[src/rtl/otter_pkg.sv]
// ============================================================================
// Module      : otter_pkg
// Description : Shared OTTER pipeline types and constants. Holds the RV32I
//               major opcode enumeration used by decode and the hazard unit,
//               the default reset PC and bubble encoding, and the fetch
//               stage state type.
// Revision    : 1.0 - initial release
// ============================================================================
`default_nettype none

package otter_pkg;

   // RV32I major opcodes (instr[6:0]).
   typedef enum logic [6:0] {
      OPC_LUI    = 7'b0110111,
      OPC_AUIPC  = 7'b0010111,
      OPC_JAL    = 7'b1101111,
      OPC_JALR   = 7'b1100111,
      OPC_BRANCH = 7'b1100011,
      OPC_LOAD   = 7'b0000011,
      OPC_STORE  = 7'b0100011,
      OPC_OP_IMM = 7'b0010011,
      OPC_OP     = 7'b0110011,
      OPC_SYSTEM = 7'b1110011
   } opcode_t;

   // addi x0,x0,0: architecturally a no-op, used as the pipeline bubble.
   localparam logic [31:0] OTTER_NOP_INSTR = 32'h0000_0013;
   localparam logic [31:0] OTTER_RESET_PC  = 32'h0000_0000;

   typedef enum logic [1:0] {
      ST_IDLE  = 2'd0,
      ST_FETCH = 2'd1,
      ST_HOLD  = 2'd2
   } fetch_state_t;

endpackage : otter_pkg

`default_nettype wire

[src/rtl/otter_fetch_stage_if.sv]
// ============================================================================
// Module      : otter_fetch_stage_if
// Description : Instruction-memory read bus between the fetch stage (master)
//               and the instruction memory (slave).
//   req   master->slave  read request, address held while req=1 and ack=0
//   addr  master->slave  word-aligned fetch address
//   ack   slave->master  response valid this cycle
//   rdata slave->master  instruction word, meaningful only when ack=1
// Revision    : 1.0 - initial release
// ============================================================================
`default_nettype none

interface otter_fetch_stage_if;
   logic        req;
   logic [31:0] addr;
   logic        ack;
   logic [31:0] rdata;

   modport master (output req, output addr, input ack, input rdata);
   modport slave  (input req, input addr, output ack, output rdata);
endinterface : otter_fetch_stage_if

`default_nettype wire

[src/rtl/otter_fetch_skid.sv]
// ============================================================================
// Module      : otter_fetch_skid
// Description : Single-entry skid register for the fetch stage. Captures an
//               instruction that returns from memory while decode is stalled
//               so the request can retire; the top drains it once the stall
//               releases.
//   clk, rst_n   clock, asynchronous active-low reset
//   in_fetch     fetch stage is in its FETCH state
//   ack, rdata   memory response
//   drop         response belongs to a request cancelled by an earlier flush
//   flush        redirect this cycle (response discarded)
//   reg_en       0 = decode stalled
//   load         response is being parked this cycle (top enters HOLD)
//   hold_ir      parked instruction
// Revision    : 1.0 - initial release
// ============================================================================
`default_nettype none

module otter_fetch_skid (
   input  wire logic        clk,
   input  wire logic        rst_n,
   input  wire logic        in_fetch,
   input  wire logic        ack,
   input  wire logic [31:0] rdata,
   input  wire logic        drop,
   input  wire logic        flush,
   input  wire logic        reg_en,
   output logic             load,
   output logic [31:0]      hold_ir
);

   // Park only a live response that decode cannot accept; a flush in the
   // same cycle throws the word away instead.
   assign load = in_fetch & ack & ~drop & ~flush & ~reg_en;

   always_ff @(posedge clk or negedge rst_n) begin
      if (!rst_n) begin
         hold_ir <= 32'h0000_0000;
      end else if (load) begin
         hold_ir <= rdata;
      end
   end

endmodule : otter_fetch_skid

`default_nettype wire

[src/rtl/otter_fetch_stage.sv]
// ============================================================================
// Module      : otter_fetch_stage
// Description : OTTER IF stage plus IF/DE pipeline register. Owns the PC,
//               issues one instruction read at a time over the imem bus,
//               honours decode stalls (reg_en) and execute redirects (flush),
//               and inserts NOP bubbles on memory wait or flush.
//   clk, rst_n    clock, asynchronous active-low reset
//   reg_en        0 = hold PC and IF/DE register
//   flush         taken branch/jump, flush_target is the new PC
//   imem          instruction memory bus (master side)
//   de_ir, de_pc  IF/DE instruction and its PC
//   de_valid      0 = de_ir is a bubble
//   bubble_cnt    saturating count of bubbles caused by memory wait
// Revision    : 1.0 - initial release
// ============================================================================
`default_nettype none

module otter_fetch_stage
   import otter_pkg::*;
#(
   parameter logic [31:0] RESET_PC  = OTTER_RESET_PC,
   parameter logic [31:0] NOP_INSTR = OTTER_NOP_INSTR,
   parameter int          CNT_W     = 16
) (
   input  wire logic             clk,
   input  wire logic             rst_n,
   input  wire logic             reg_en,
   input  wire logic             flush,
   input  wire logic [31:0]      flush_target,
   otter_fetch_stage_if.master   imem,
   output logic      [31:0]      de_ir,
   output logic      [31:0]      de_pc,
   output logic                  de_valid,
   output logic      [CNT_W-1:0] bubble_cnt
);

   localparam logic [CNT_W-1:0] CNT_ONE = {{(CNT_W-1){1'b0}}, 1'b1};

   fetch_state_t state;
   logic [31:0]  pc_q;
   logic [31:0]  redir_q;
   logic         drop;
   logic         req_q;
   logic         load_hold;
   logic [31:0]  hold_ir;

   wire logic [31:0] pc_inc   = pc_q + 32'd4;
   wire logic [31:0] flush_pc = flush_target & ~32'h0000_0003;

   assign imem.req  = req_q;
   assign imem.addr = pc_q;

   otter_fetch_skid u_skid (
      .clk      (clk),
      .rst_n    (rst_n),
      .in_fetch (state == ST_FETCH),
      .ack      (imem.ack),
      .rdata    (imem.rdata),
      .drop     (drop),
      .flush    (flush),
      .reg_en   (reg_en),
      .load     (load_hold),
      .hold_ir  (hold_ir)
   );

   always_ff @(posedge clk or negedge rst_n) begin
      if (!rst_n) begin
         state      <= ST_IDLE;
         pc_q       <= RESET_PC;
         redir_q    <= 32'h0000_0000;
         drop       <= 1'b0;
         req_q      <= 1'b0;
         de_ir      <= NOP_INSTR;
         de_pc      <= 32'h0000_0000;
         de_valid   <= 1'b0;
         bubble_cnt <= '0;
      end else if (flush) begin
         de_ir    <= NOP_INSTR;
         de_valid <= 1'b0;
         state    <= ST_FETCH;
         req_q    <= 1'b1;
         if (state == ST_FETCH && !imem.ack) begin
            // Request still in flight: keep the address stable, remember
            // where to go, and discard its response when it arrives.
            drop    <= 1'b1;
            redir_q <= flush_pc;
         end else begin
            pc_q <= flush_pc;
            drop <= 1'b0;
         end
      end else begin
         case (state)
            ST_IDLE: begin
               state <= ST_FETCH;
               req_q <= 1'b1;
            end
            ST_FETCH: begin
               if (imem.ack) begin
                  if (drop) begin
                     pc_q <= redir_q;
                     drop <= 1'b0;
                     if (reg_en) begin
                        de_ir    <= NOP_INSTR;
                        de_valid <= 1'b0;
                     end
                  end else if (reg_en) begin
                     de_ir    <= imem.rdata;
                     de_pc    <= pc_q;
                     de_valid <= 1'b1;
                     pc_q     <= pc_inc;
                  end else if (load_hold) begin
                     state <= ST_HOLD;
                     req_q <= 1'b0;
                  end
               end else if (reg_en) begin
                  de_ir    <= NOP_INSTR;
                  de_valid <= 1'b0;
                  if (bubble_cnt != {CNT_W{1'b1}}) begin
                     bubble_cnt <= bubble_cnt + CNT_ONE;
                  end
               end
            end
            ST_HOLD: begin
               if (reg_en) begin
                  de_ir    <= hold_ir;
                  de_pc    <= pc_q;
                  de_valid <= 1'b1;
                  pc_q     <= pc_inc;
                  state    <= ST_FETCH;
                  req_q    <= 1'b1;
               end
            end
            default: begin
               state <= ST_IDLE;
               req_q <= 1'b0;
            end
         endcase
      end
   end

endmodule : otter_fetch_stage

`default_nettype wire
[src/flat_wrapper.sv]
// flat-port wrapper written by rule: the top's interface ports become plain ports
module otter_fetch_stage_flat import otter_pkg::*;
#(
   parameter logic [31:0] RESET_PC  = OTTER_RESET_PC,
   parameter logic [31:0] NOP_INSTR = OTTER_NOP_INSTR,
   parameter int          CNT_W     = 16
)
  (clk, rst_n, reg_en, flush, flush_target, de_ir, de_pc, de_valid, bubble_cnt, imem_req, imem_addr, imem_ack, imem_rdata);
  otter_fetch_stage_if imem_i ();
  input  wire logic clk;
  input  wire logic rst_n;
  input  wire logic reg_en;
  input  wire logic flush;
  input  wire logic [31:0] flush_target;
  output logic      [31:0] de_ir;
  output logic      [31:0] de_pc;
  output logic de_valid;
  output logic      [CNT_W-1:0] bubble_cnt;
  output wire logic [$bits(imem_i.req)-1:0] imem_req;
  output wire logic [$bits(imem_i.addr)-1:0] imem_addr;
  input wire logic [$bits(imem_i.ack)-1:0] imem_ack;
  input wire logic [$bits(imem_i.rdata)-1:0] imem_rdata;
  assign imem_req = imem_i.req;
  assign imem_addr = imem_i.addr;
  assign imem_i.ack = imem_ack;
  assign imem_i.rdata = imem_rdata;
  otter_fetch_stage #(.RESET_PC(RESET_PC), .NOP_INSTR(NOP_INSTR), .CNT_W(CNT_W)) u_core (.clk(clk), .rst_n(rst_n), .reg_en(reg_en), .flush(flush), .flush_target(flush_target), .imem(imem_i), .de_ir(de_ir), .de_pc(de_pc), .de_valid(de_valid), .bubble_cnt(bubble_cnt));
endmodule
[config.mk]
export PLATFORM = sky130hd
export DESIGN_NAME = otter_fetch_stage_flat
export DESIGN_NICKNAME = d
export VERILOG_FILES = /design/src/rtl/otter_pkg.sv /design/src/rtl/otter_fetch_stage_if.sv /design/src/rtl/otter_fetch_skid.sv /design/src/rtl/otter_fetch_stage.sv /design/src/flat_wrapper.sv
export SDC_FILE = /design/constraint.sdc
export NUM_CORES = 1
export LEC_CHECK = 0
export CAP_MARGIN = 20
export CORE_ASPECT_RATIO = 0.5
export CORE_MARGIN = 2
export CORE_UTILIZATION = 50
export CTS_BUF_LIST = sky130_fd_sc_hd__clkbuf_8
export CTS_CLUSTER_DIAMETER = 50
export CTS_CLUSTER_SIZE = 24
export DETAILED_ROUTE_END_ITERATION = 8
export GPL_ROUTABILITY_DRIVEN = 0
export PLACE_DENSITY = 0.82
export SYNTH_ARGS = -nofsm -noshare
export SYNTH_HDL_FRONTEND = slang
export SYNTH_HIERARCHICAL = 1
export SYNTH_SLANG_ARGS = --single-unit
[constraint.sdc]
create_clock -name clk -period 2.7 [get_ports clk]
set_input_delay 0.81 -clock clk [delete_from_list [all_inputs] [get_ports clk]]
set_output_delay 0.81 -clock clk [all_outputs]
set_load 0.01 [all_outputs]
==> flow_metrics.py <==
metrics = {
    "outcome": {
        "status": "finished, final reports clean",
    },
    "yosys": {
        "ys_warn_count": 6,
        "netlist_area_um2": 8990,
        "synth_largest_area_cell": "dfrtp_1",
        "yosys-top-cells-count": "dfrtp_1, nand2_1, mux2_2, clkbuf_1",
        "ys_top_cells_by_area": "dfrtp_1, mux2_2, mux2_4, a211oi_1, nand2_1",
        "ys_types": 65,
        "async_reset_ff_share_pct": 100,
        "syn_area_per_cell_um2": 10.7,
        "ys_seq_elements": 174,
        "synth_edf_count": 0,
        "yosysTopAreaCellShare_pct": 47.6,
        "synth_flop_cell": "dfrtp_1",
        "synth_cells": 836,
        "synth.most_common_cell": "dfrtp_1",
        "yosysSeqAreaShare_pct": 48.5,
    },
    "cells_and_area": {
        "drive_above_1_share_pct": 18.5,
        "nFillCells": 1329,
        "multi_input_area_um2": 4290,
        "fin_cells": 1248,
        "diodes": 0,
        "area_growth_pct": 28.7,
        "final_area_um2": 11600,
        "register_area_um2": 4360,
        "nNetsFinal": 1075,
    },
    "clock_network": {
        "holdBufCountCts": 0,
        "cts_tree": "yes",
        "clk_latency_ns": 0.47,
        "clk_pin_slew_ns": 0.10,
        "cts_made_buffers": 17,
        "clockRootBuffer": "clkbuf_8",
        "cts_sinks": 174,
        "h-tree-depth": 4,
        "clockBufferDepth": 2,
    },
    "floorplanning": {
        "dieArea_um2": 19100,
        "io_pins": 183,
        "die_y_um": 98.8,
        "core_area_um2": 17500,
        "start_util_pct": 51.4,
        "rows": 34,
        "die_x_um": 194,
    },
    "power_and_ir_drop": {
        "powerDensity_nw_per_um2": 1040,
        "power.leakage_nw": 4.77,
        "ir_drop_v": 0.000529,
        "p_total_mw": 12.1,
    },
    "routing": {
        "drcViolationCount": 0,
        "dr.pass1.iters": 4,
        "drt_iter0_drc": 342,
        "vias": 7448,
        "detail_route.wl_per_cell_um": 19.0,
        "postRouteAntennaNets": 0,
        "viasPerCell": 5.97,
        "wirelength_mm": 23.7,
    },
    "setup_path": {
        "required_ns": 1.89,
        "critPathMaxStageDelay_ns": 0.61,
        "crit_fanout": 8,
        "slowest_stage": "clkdlybuf4s50_1",
        "worst-path-buf-inv": 1,
        "end_kind": "primary output",
        "setup.worst_path.class": "reg -> out",
        "cpLargestDelayFamily": "buffers and inverters",
        "worstSetupStartpointType": "register",
        "arrival_ns": 1.62,
        "crit_chain": "clkdlybuf4s50_1",
    },
    "global_route": {
        "grt_pass1_vias": 7668,
        "grt_usage_pct": 25.4,
        "grt-ovfl-total": 0,
        "grt_max_degree": 68,
        "grt_pass1_wl_mm": 39.3,
        "antenna_found_initial": 0,
    },
    "placed_design": {
        "port_buffers": 176,
        "post-place-cells": 1216,
        "hpwl_mm": 15.8,
        "dpl-instance-area_um2": 11100,
    },
    "sta": {
        "drv_slew": 0,
        "finalCritPeriodShare_pct": 90.0,
        "fin_crit_ns": 2.43,
        "setup_viol": 0,
        "fmax_mhz": 411,
        "tightest_slew_ns": 0.632,
        "hold_viol_final": 0,
        "max_slew_margin_pct": 57.9,
        "fin_hold_ws_ns": 0.325,
        "fin_skew_ns": 0.0223,
        "rsz0062_at_grt": "false",
        "final.setup.tns_ns": 0,
    },
    "run": {
        "drv_cap": 0,
    },
    "hold_path": {
        "hold_class": "in -> async",
    },
}
==> placed cells by master (no fill, tap or decap), drive strengths merged, types with 7 or more instances in the layout <==
cell / netlist / routed
nor2: 39 / 39
xnor2: 17 / 17
nand3: 19 / 19
or3: 7 / 7
a31oi: 9 / 9
clkdlybuf4s50: 0 / 173
mux2: 94 / 94
buf: 22 / 38
o41ai: 29 / 29
nand4: 16 / 16
nand2: 70 / 70
dfrtp: 171 / 171
inv: 10 / 18
a211oi: 36 / 36
nor3: 21 / 21
clkbuf: 46 / 18
and3: 14 / 14
nor3b: 29 / 29
nor2b: 34 / 34
o21ai: 36 / 36
a21oi: 39 / 39
==> cell families after synthesis <==
group / after synthesis / share of synthesized area (%)
xor+xnor: 21 / 2.05
buf+inv: 79 / 4.25
simple gates: 267 / 16.3
flops: 174 / 48.5
compound gates: 194 / 15.1
fa+ha+maj: 5 / 0.696
other cells: 1 / 0.0417
mux: 95 / 13.1
==> registers in the layout, summed over array words and instances (netlist names) <==
register               count
u_core/de_ir              32
u_core/u_skid/hold_ir     32
u_core/bubble_cnt         16
u_core/drop                1
u_core/state               2
u_core/de_valid            1
u_core/de_pc              30
u_core/imem.addr          30
u_core/redir_q            30
==> power by group <==
group	switching, mW	internal [mW]
registers	0.972	3.71
logic	2.37	2.86
clock network	1.07	1.07
total	4.41	7.65
==> path summary, 6_finish.rpt <==
check                      depth (start not counted)                start               end  slack (ns)
setup reg to reg                                   8      u_core/state[1]   u_core/state[0]        0.32
hold reg to reg                                    2     u_core/de_ir[31]  u_core/de_ir[31]        0.51
setup / recovery                                   1  u_core/imem.addr[8]      imem_addr[8]        0.27
hold / removal                                     1                rst_n  u_core/de_ir[12]        0.33
min in group clk                                   2     u_core/de_ir[31]  u_core/de_ir[31]        0.51
max in group asynchronous                          2                rst_n   u_core/de_pc[9]        1.65
==> metal layers <==
| metal | up-vias | track usage, % | routed length, µm |
|---|---|---|---|
| met5 | - | 0 | 0 |
| met4 | 0 | 7.63 | 349 |
| met3 | 31 | 4.59 | 1230 |
| met2 | 238 | 43.9 | 11700 |
| met1 | 3767 | 33.0 | 10400 |
| li1 | 3412 | - | - |
==> repair_timing <==
| item | CTS | global route |
|---|---|---|
| endpoints found under the setup margin | 0 | 1 |
| buffers inserted | 0 | 0 |
| gates resized for setup | 0 | 1 |
==> cell type report <==
cell class / instances / area share, %
sequential: 174 / 37.7
tap: 234 / 2.53
timing repair buffer: 211 / 18.3
clock inverter: 14 / 1.89
clock buffer: 18 / 2.14
inverter: 11 / 0.357
multi-input combinational: 586 / 37.1
==> per-stage QoR <==
step	setup WS, ns	util (%)
final	0.269	66.2
after global routing	0.0592	66.2
after CTS	0.243	66.1
after detailed placement	-0.0912	63.5
after global placement	0.0315	63.5
after floorplan	0.386	-
No activity file was read; power rests on OpenSTA's default activity.
